**src/rtl/memory_control.sv**
```systemverilog
// Two-cache coherence memory controller: arbitrates block reads, writebacks and
// upgrades, snoops the other cache and forwards dirty blocks through to RAM.
module memory_control (
  input  logic        CLK,
  input  logic        RST,
  input  logic [1:0]  dREN,
  input  logic [1:0]  dWEN,
  input  logic [31:0] daddr0,
  input  logic [31:0] daddr1,
  input  logic [31:0] dstore0,
  input  logic [31:0] dstore1,
  input  logic [1:0]  cctrans,
  input  logic [1:0]  ccwrite,
  output logic [1:0]  dwait,
  output logic [31:0] dload0,
  output logic [31:0] dload1,
  output logic [1:0]  ccwait,
  output logic [1:0]  ccinv,
  output logic [31:0] ccsnoopaddr0,
  output logic [31:0] ccsnoopaddr1,
  output logic        ramREN,
  output logic        ramWEN,
  output logic [31:0] ramaddr,
  output logic [31:0] ramstore,
  input  logic [31:0] ramload,
  input  logic [1:0]  ramstate
);

  typedef enum logic [3:0] {
    IDLE, ARB, SNOOP, FWD0, FWD1, RD0, RD1, WB0, WB1, INV
  } state_t;

  localparam logic [1:0] RAM_ACCESS = 2'b10;

  state_t state_q, state_d;
  logic   req_q, req_d;
  logic   last_q, last_d;

  logic [1:0]        req_any;
  logic              req_sel;
  logic              oth;
  logic              access;
  logic [31:0]       daddr_req;
  logic [31:0]       dstore_req;
  logic [31:0]       dstore_oth;
  logic [31:0]       base;
  logic [1:0][31:0]  dload_v;
  logic [1:0][31:0]  snoop_v;

  genvar gi;
  generate
    for (gi = 0; gi < 2; gi++) begin : g_req
      assign req_any[gi] = dREN[gi] | dWEN[gi];
    end
  endgenerate

  // Tie goes to the cache opposite the pointer; otherwise the lone requester.
  assign req_sel    = (req_any == 2'b11) ? ~last_q : req_any[1];
  assign oth        = ~req_q;
  assign access     = (ramstate == RAM_ACCESS);
  assign daddr_req  = req_q ? daddr1  : daddr0;
  assign dstore_req = req_q ? dstore1 : dstore0;
  assign dstore_oth = req_q ? dstore0 : dstore1;
  assign base       = {daddr_req[31:3], 3'b000};

  assign dload0       = dload_v[0];
  assign dload1       = dload_v[1];
  assign ccsnoopaddr0 = snoop_v[0];
  assign ccsnoopaddr1 = snoop_v[1];

  always_ff @(posedge CLK or posedge RST) begin
    if (RST) begin
      state_q <= IDLE;
      req_q   <= 1'b0;
      last_q  <= 1'b1;
    end else begin
      state_q <= state_d;
      req_q   <= req_d;
      last_q  <= last_d;
    end
  end

  always_comb begin
    state_d  = state_q;
    req_d    = req_q;
    last_d   = last_q;
    dwait    = 2'b11;
    ccwait   = 2'b00;
    ccinv    = 2'b00;
    dload_v  = '0;
    snoop_v  = '0;
    ramREN   = 1'b0;
    ramWEN   = 1'b0;
    ramaddr  = '0;
    ramstore = '0;

    case (state_q)
      IDLE: begin
        if (|req_any) state_d = ARB;
      end
      ARB: begin
        req_d = req_sel;
        if (|req_any) last_d = ~last_q;
        if (dWEN[req_sel] && !ccwrite[req_sel])
          state_d = WB0;
        else if (ccwrite[req_sel] && cctrans[req_sel] && !dREN[req_sel])
          state_d = INV;
        else if (dREN[req_sel])
          state_d = SNOOP;
        else if (dWEN[req_sel])
          state_d = WB0;
        else
          state_d = IDLE;
      end
      SNOOP: begin
        ccwait[oth]  = 1'b1;
        snoop_v[oth] = base;
        ccinv[oth]   = ccwrite[req_q];
        state_d      = ccwrite[oth] ? FWD0 : RD0;
      end
      FWD0, FWD1: begin
        // Dirty data from the snooped cache is written back and forwarded at once.
        ccwait[oth]    = 1'b1;
        snoop_v[oth]   = base;
        ramWEN         = 1'b1;
        ramstore       = dstore_oth;
        ramaddr        = base + ((state_q == FWD1) ? 32'd4 : 32'd0);
        dload_v[req_q] = dstore_oth;
        dwait[req_q]   = ~access;
        if (access) state_d = (state_q == FWD0) ? FWD1 : IDLE;
      end
      RD0, RD1: begin
        ramREN         = 1'b1;
        ramaddr        = base + ((state_q == RD1) ? 32'd4 : 32'd0);
        dload_v[req_q] = ramload;
        dwait[req_q]   = ~access;
        if (access) state_d = (state_q == RD0) ? RD1 : IDLE;
      end
      WB0, WB1: begin
        ramWEN       = 1'b1;
        ramaddr      = daddr_req;
        ramstore     = dstore_req;
        dwait[req_q] = ~access;
        if (access) state_d = (state_q == WB0) ? WB1 : IDLE;
      end
      INV: begin
        ccwait[oth]  = 1'b1;
        ccinv[oth]   = 1'b1;
        snoop_v[oth] = daddr_req;
        dwait[req_q] = 1'b0;
        state_d      = IDLE;
      end
      default: state_d = IDLE;
    endcase
  end

endmodule

```
**config.mk**
```make
export PLATFORM = sky130hd
export DESIGN_NAME = memory_control
export DESIGN_NICKNAME = d
export VERILOG_FILES = /design/src/rtl/memory_control.sv
export SDC_FILE = /design/constraint.sdc
export NUM_CORES = 1
export LEC_CHECK = 0
export CORE_AREA = 3 3 143 145
export CTS_CLUSTER_SIZE = 16
export DETAILED_ROUTE_END_ITERATION = 10
export DIE_AREA = 0 0 146 148
export PLACE_DENSITY = 0.62
export SLEW_MARGIN = 20
export SYNTH_ARGS = -nofsm -noshare
export SYNTH_HDL_FRONTEND = slang
export SYNTH_SLANG_ARGS = --single-unit
```
**constraint.sdc**
```tcl
create_clock -name CLK -period 2.59 [get_ports CLK]
set_clock_uncertainty 0.1 [all_clocks]
set_input_delay 0.777 -clock CLK [delete_from_list [all_inputs] [get_ports CLK]]
set_output_delay 0.777 -clock CLK [all_outputs]
set_load 0.01 [all_outputs]
```
# After elaboration in Yosys (flattened, before gate mapping)
# Cells that the tools add are included.
# word_totals
ff_bits	6
out_inout_bits	200
wordCells	103
inputBits	172
# op_classes
n_lt_le_gt_ge	5
muxes	48
n_bitwise	12
n_reduce_logical	18
n_eq_ne	15
n_addsub	2
# op_table
cell	count
$and A64 B64 Y64	4
$pmux W64 S2	2
$mux W32	5
$pmux W32 S3	1
$add A32 B3 Y32	2
$demux W32 S1	2
$pmux W32 S2	1
$mux W4	7
$pmux W4 S6	1
$mux W3	7
$mux W1	17
$eq A4 B3 Y1 const B	4
$eq A4 B2 Y1 const B	2
$eq A4 B4 Y1 const B	2
$ne A2 B2 Y1 const B	4
$pmux W2 S2	2
$reduce_or A2 Y1	4
$reduce_or A4 Y1	2
$lt A1 B2 Y1 const B	3
$reduce_or A6 Y1	1
$logic_and A1 B1 Y1	5
$eq A2 B2 Y1 const B	2
$eq A4 B1 Y1 const B	1
$logic_not A4 Y1	1
other kinds (12)	18

# Logic depth before layout (Yosys ltp)
# Gate-level depths: netlist of run 1.
# depth
ltp_word	10
mapped_depth	8
depth_no_buf	5

# Worst setup path after synthesis of run 1
# No wires, ideal clock.
# synth_path
kind	register to output
start	reg state_q[1]
end	out ramstore[26]
setup_slack_ns	0.027
n_path_buf	3
stages_incl_launch_ff	8
arrival_time_ns	1.686
cell_sequence	dfrtp_1 -> buf_2 -> or3b_1 -> a21oi_1 -> buf_2 -> buf_2 -> a221oi_1 -> nor2_1
# synth_via
elab_chain_len	3
# synth_rtl
item	line_no	source
start: declaration	35	state_t state_q, state_d;
start signal: assignment	77	state_q <= state_d;
$eq A4 B3 Y1 (tied with other cells)	97	case (state_q)
$reduce_or A2 Y1	97	
$pmux W32 S2 (*)	97	
end: declaration	24	output logic [31:0] ramstore,
# Mark *: on every way between the ends. The rest lies on a longest branch, timed or not.

# Final worst setup path of run 1
# layout_path
start	reg state_q[1]
end	out ramstore[14]
# Same word-level chain as after synthesis.

==> run_results.csv, run 1 <==
group,metric,value,unit
cts,cts.sinks,6,
detailed_routing,antenna_left,0,
critical_path,critical_path_class,"register to output pin",
cts,holdBufCountCts,0,
critical_path,cp.arrival,2.15,ns
grt,grt_start_max_net_pins,33,
pwr,power_frac_clock,0.021,
cts,cts_buffers,3,
critical_path,path_buf_inv,4,
grt,grt_pass1_vias,6223,
placement,io_buffer_count,371,
critical_path,endpoint_kind,"output pin",
sta,setup_violations,190,
logic_synthesis,ys_warn_count,0,
layout,syn_to_final_growth,208,%
pwr,intPower,6500,uW
logic_synthesis,syn-instance-count,533,
layout,antenna_cells,0,
sta,slew_violations,0,
sta,min_period,3.03,ns
floorplanning,dieArea,21600,um2
critical_path,crit-reg2reg-launch,"state_q[2]$_DFFE_PP0P_",
critical_path,max_stage_delay,0.41,ns
logic_synthesis,synth_top_area_frac,0.195,
critical_path,critical_path.top_delay_family,"simple AND/OR/NAND/NOR gates",
detailed_routing,via_count,6411,
grt,grt_pass1_wl,35200,um
logic_synthesis,async_reset_ff_frac,1.00,
detailed_routing,via_per_inst,4.79,
floorplanning,coreArea,19300,um2
critical_path,reg2regPathDepth,7,
pwr,ir_worst_vdd,0.548,mV
critical_path,cp_slowest_cell,"dfrtp_1",
detailed_routing,dr.pass1.iters,4,
logic_synthesis,post_synth_instance_area,3280,um2
min_path,hold_class,"register to register",
job,cap_violations,0,
sta,final.period_utilization,1.17,
cts,path_clk_slew,0.04,ns
critical_path,regToRegSetupSlack,0.34,ns
run_status,status,"complete, but fails checks",
placement,place.gp.congestion,0.853,
floorplanning,die_h,148,um
floorplanning,rows,51,
critical_path,path_max_fanout,4,
placement,place_inst,1250,
cts,cts_tree,"built",
sta,holdWs,0.418,ns
cts,root_buffer,"clkbuf_16",
critical_path,worst_ep_required_time,1.71,ns
detailed_routing,drc,0,
floorplanning,start_util,0.170,
critical_path,cp-start-kind,"register",
logic_synthesis,syn_nets,705,
sta,finalSetupTns,-58.02,ns
cts,clk_latency,0.23,ns
logic_synthesis,ys_ff_latch,6,
detailed_routing,drt_iter0_drc,234,
pwr,powerDensity,1200,nW/um2
logic_synthesis,postSynthAreaPerCell,6.15,um2
layout,layout-drive-gt1-share,0.577,
logic_synthesis,synth_area_leaders,"mux2i_1 20%, a221oi_1 17%, nor2_1 16%",
logic_synthesis,synth-edff-count,0,
min_path,hold_start,"last_q$_DFFE_PP1P_",
grt,grt.overflow.total,0,
layout,design_area,10100,um2
sta,slew_headroom,0.669,
pwr,power.switching,5680,uW
cts,htree_levels,1,
layout,fill_cells,1806,
logic_synthesis,synth_ff_type,"dfrtp_1",
pwr,power.leakage,0.00479,uW
sta,hold_violations,0,
layout,finalCoreUtilization,0.523,
min_path,min_to,"last_q$_DFFE_PP1P_",
pwr,switching_share,0.466,
logic_synthesis,yosysUniqueCellTypes,41,
grt,gr-usage-all-layers,0.204,
floorplanning,die_x,146,um
detailed_routing,drt_wl_total,25500,um
layout,layout.nets,1246,
floorplanning,ios,372,
pwr,power_frac_seq,0.018,
sta,fmaxAchievable,330,MHz
critical_path,cp_cell_sequence,"or3b_4, buf_6, a21oi_4, buf_12, buf_8, a221oi_1, nor2_1, buf_2",
sta,tightest_slew,0.491,ns
pwr,power_frac_comb,0.961,
run_status,violations,"setup timing",
logic_synthesis,yosysTopAreaCell,"mux2i_1",
grt,antenna_found_initial,0,
placement,placed_cell_area,8310,um2
placement,hpwl,16200,um
logic_synthesis,ys_seq_area_frac,0.0462,
detailed_routing,post_drt_wl_per_cell,19.0,um
cts,clk_path_buf_depth,2,
sta,rsz0062_at_grt,"yes",
sta,fin_ws,-0.436,ns
critical_path,r2r-end,"state_q[1]$_DFFE_PP0P_",
layout,final_cells,1338,
min_path,hold_path_depth,1,
## cells by family after synthesis
family	share of synthesized area
DFF	0.0462
and+or+nand+nor	0.375
buffers and inverters	0.0836
xor gates and xnor gates	0.00267
AOI/OAI and AO/OA	0.290
muxes	0.202
## power by group through the flow
stage | clock network (uW) | logic, uW | registers [uW]
4_1_cts | 266 | 10100 | 228
6_report | 262 | 11700 | 217
3_5_place_dp | 0 | 8530 | 223
3_3_place_gp | 0 | 8510 | 219
5_1_grt | 272 | 12400 | 227
2_1_floorplan | 0 | 3810 | 178
## placed cells by master (no fill, tap or decap), drive strengths merged, types with 2 or more instances in the layout
master,count
a21boi,2
nor2b,4
clkdlybuf4s50,167
nand2b,2
nand2,52
buf,409
a22o,2
dfrtp,5
and2,59
mux2,2
inv,6
nor2,136
a21oi,9
mux2i,64
o21a,4
o221ai,2
nand3b,4
dlygate4sd2,3
a221oi,64
nor3,3
o21ai,39
nor3b,2
a211oi,4
clkbuf,12
## routing by layer
metal	up-vias	global-route usage	wire length, um
met4	0	0.0489	613
met3	38	0.0386	1870
met1	3044	0.241	9860
met5	-	0	0
li1	3017	-	-
met2	312	0.380	13100
## synth_stat cells, types with 4 or more instances
cell type,number
nand2_1,51
inv_1,7
a221oi_1,64
nor2_1,136
mux2i_1,64
a211oi_1,4
dfrtp_1,5
buf_2,27
nor2b_1,4
a21oi_1,8
o21ai_0,38
nand3b_1,4
and2_1,59
clkbuf_1,23
## registers in the layout (all words and copies together), names as in the netlist
name	flops
last_q	1
req_q	1
state_q	4
## what timing repair did
| action | CTS | global route |
|---|---|---|
| buffers inserted | 46 | 42 |
| gates cloned | 16 | 2 |
| pin swaps | 67 | 106 |
| endpoints found under the setup margin | 200 | 200 |
| resized for setup | 942 | 330 |
## worst max-delay path by stage
| stage | startpoint | end | slack (ns) | cells past startpoint |
|---|---|---|---|---|
| floorplan | state_q[1]$_DFFE_PP0P_ | ramstore[26] | 0.03 | 7 |
| global placement | dstore0[0] | dload1[0] | -0.64 | 6 |
| detailed placement | dstore0[0] | dload1[0] | -0.65 | 6 |
| CTS | state_q[0]$_DFFE_PP0P_ | ccsnoopaddr1[9] | -0.55 | 9 |
| global route | state_q[1]$_DFFE_PP0P_ | ramstore[2] | -0.51 | 9 |
| finish | state_q[1]$_DFFE_PP0P_ | ramstore[14] | -0.44 | 8 |
## layout make-up
class | count | area (um2) | share of cell area
repair buffers | 590 | 5600 | 0.554
multi-input cells | 466 | 3910 | 0.387
flip-flops and latches | 6 | 155 | 0.0153
clock buffers | 4 | 78.8 | 0.00780
inverters | 7 | 32.5 | 0.00322
well taps | 265 | 332 | 0.0328
## metrics by stage
step	setup WS (ns)	total power, uW
floorplan	0.0268	3990
global placement	-0.644	8730
detailed placement	-0.652	8750
CTS	-0.546	10600
global route	-0.509	12900
finish	-0.436	12200
(Power assumes the default switching activity.)
==> run 2: changes to the inputs <==
--- a/config.mk
+++ b/config.mk
@@ -9,7 +9,6 @@
 export CTS_CLUSTER_SIZE = 16
 export DETAILED_ROUTE_END_ITERATION = 10
 export DIE_AREA = 0 0 146 148
-export PLACE_DENSITY = 0.62
 export SLEW_MARGIN = 20
 export SYNTH_ARGS = -nofsm -noshare
 export SYNTH_HDL_FRONTEND = slang
==> run 2 against run 1 <==
Compared with the run above:
- the flow still finishes with violations (setup timing)
- critical path type unchanged
- routed wire length is 2.7% higher
- global-route usage increased by 0.68 points
- non-clock buffer count is 35 lower
- setup slack about the same
- worst hold slack worse by 0.00072 ns
- largest power group unchanged
- maximum frequency is essentially flat
- largest cell class unchanged
- critical path depth up 1
==> run_results.csv, run 2 (synthesized netlist as in run 1, its figures left out) <==
group,metric,value,unit
pwr,powerDensity,1200,nW/um2
critical_path,worst_ep_required_time,1.71,ns
cts,cts.sinks,6,
run_status,violations,"setup timing",
detailed_routing,via_per_inst,4.72,
layout,multi_input_area,3680,um2
floorplanning,dieArea,21600,um2
grt,gr-usage-all-layers,0.211,
layout,seq_area,155,um2
grt,grt.overflow.total,0,
critical_path,cp.arrival,2.15,ns
detailed_routing,drt_wl_total,26200,um
cts,cts_buffers,3,
run_status,status,"complete, but fails checks",
placement,placed_cell_area,8060,um2
layout,syn_to_final_growth,193,%
sta,min_period,3.03,ns
critical_path,cp-start-kind,"register",
layout,largest-register,"state_q",
critical_path,path_max_fanout,5,
cts,path_clk_slew,0.04,ns
floorplanning,start_util,0.170,
critical_path,endpoint_kind,"output pin",
grt,antenna_found_initial,0,
cts,root_buffer,"clkbuf_16",
pwr,ir_worst_vdd,0.627,mV
layout,layout.nets,1210,
pwr,power,11500,uW
floorplanning,die_h,148,um
placement,pre_cts_ws,-0.681,ns
sta,final.period_utilization,1.17,
sta,hold_violations,0,
cts,clk_latency,0.23,ns
layout,reg_top3,"state_q: 4 flops, last_q: 1 flops, req_q: 1 flops",
sta,slew_headroom,0.683,
cts,cts_tree,"built",
layout,fill_cells,1899,
cts,htree_levels,1,
layout,mostFrequentLayoutCell,"clkdlybuf4s50_1",
sta,slew_violations,0,
job,cap_violations,0,
layout,layout-drive-gt1-share,0.551,
min_path,hold_class,"register to register",
layout,antenna_cells,0,
placement,io_buffer_count,371,
detailed_routing,antenna_left,0,
floorplanning,coreArea,19300,um2
detailed_routing,drc,0,
cts,clk_path_buf_depth,2,
layout,largest_reg_flops,4,
detailed_routing,post_drt_wl_per_cell,20.1,um
grt,grt_start_max_net_pins,33,
placement,hpwl,16400,um
sta,setup_violations,192,
sta,tightest_slew,0.470,ns
layout,design_area,9620,um2
floorplanning,die_x,146,um
placement,place.gp.congestion,0.836,
sta,fin_ws,-0.436,ns
sta,fmaxAchievable,330,MHz
detailed_routing,dr.pass1.iters,4,
sta,rsz0062_at_grt,"yes",
pwr,power.leakage,0.00463,uW
cts,holdBufCountCts,0,
detailed_routing,drt_iter0_drc,141,
critical_path,critical_path_class,"register to output pin",
floorplanning,ios,372,
layout,mostFrequentLayoutCells,"169 x clkdlybuf4s50_1, 120 x buf_2, 110 x nor2_1, 107 x buf_4, 106 x buf_6",
floorplanning,rows,51,
grt,grt_pass1_vias,6153,
detailed_routing,via_count,6149,
grt,grt_pass1_wl,36200,um
run 2: cell types whose count changed in the layout (fill, tap and decap cells not counted), moves of 17 or more:
cell      before  now
nand2_4       18    1
buf_6        131  106
o21ai_4       25    2
a221oi_1      43   19
a221oi_2      20   45
nand2_1       27   49
run 2: per-stage QoR:
stage | utilization | TNS [ns] | hold WS, ns | std cells
after global placement | 0.417 | -88.22 | 0.411 | 1225
after CTS | 0.452 | -59.88 | 0.419 | 1286
final | 0.497 | -60.03 | 0.417 | 1302
after global routing | 0.497 | -73.10 | 0.436 | 1302
after floorplan | - | 0 | 0.393 | 533
after detailed placement | 0.417 | -89.65 | 0.419 | 1225
run 2: area by class of cell:
class | instances | area share
tap | 265 | 0.0345
clock buffer | 4 | 0.00820
sequential | 6 | 0.0161
multi-input combinational | 465 | 0.383
inverter | 7 | 0.00312
timing repair buffer | 555 | 0.555
run 2: what timing repair did:
item	CTS	global route
gates resized for setup	995	186
setup buffers	37	18
cloned	20	7
pin swaps	88	64
setup endpoints to repair	200	200
endpoints found under the hold margin	0	0
run 2: power by group:
group / switching (uW) / total (uW) / internal [uW]
combinational: 5290 / 11000 / 5720
sequential: 91.5 / 244 / 152
clock: 55.9 / 260 / 204
total: 5440 / 11500 / 6080
run 2: worst paths after layout:
check / startpoint / endpoint / slack [ns] / depth (start not counted)
min in group asynchronous: RST / state_q[0]$_DFFE_PP0P_ / 0.66 / 2
setup / recovery: state_q[0]$_DFFE_PP0P_ / dwait[0] / -0.44 / 9
hold reg to reg: last_q$_DFFE_PP1P_ / last_q$_DFFE_PP1P_ / 0.42 / 1
hold / removal: last_q$_DFFE_PP1P_ / last_q$_DFFE_PP1P_ / 0.42 / 1
setup reg to reg: state_q[0]$_DFFE_PP0P_ / state_q[1]$_DFFE_PP0P_ / 0.05 / 10
max in group asynchronous: RST / last_q$_DFFE_PP1P_ / 1.48 / 2
run 2: worst max-delay path, cell delays in order (launching register included):
cell,delay (ns)
dfrtp_1,0.41
buf_6,0.13
or4b_4,0.57
o21a_4,0.20
buf_6,0.13
buf_6,0.11
a21oi_4,0.14
a21oi_4,0.04
nand2_1,0.06
buf_2,0.13
run 2: metal layers:
layer / vias up / GRT usage / routed length, um
li1: 2937 / - / -
met3: 33 / 0.0469 / 1960
met1: 2900 / 0.249 / 10200
met2: 279 / 0.400 / 13600
met5: - / 0 / 0
met4: 0 / 0.0282 / 386
==> run 3: changes to the inputs <==
--- a/config.mk
+++ b/config.mk
@@ -5,6 +5,7 @@
 export SDC_FILE = /design/constraint.sdc
 export NUM_CORES = 1
 export LEC_CHECK = 0
+export CAP_MARGIN = 10
 export CORE_AREA = 3 3 143 145
 export CTS_CLUSTER_SIZE = 16
 export DETAILED_ROUTE_END_ITERATION = 10
==> results of run 3 <==
Same layout as run 2: the final DEF is identical, and so are final timing and power.
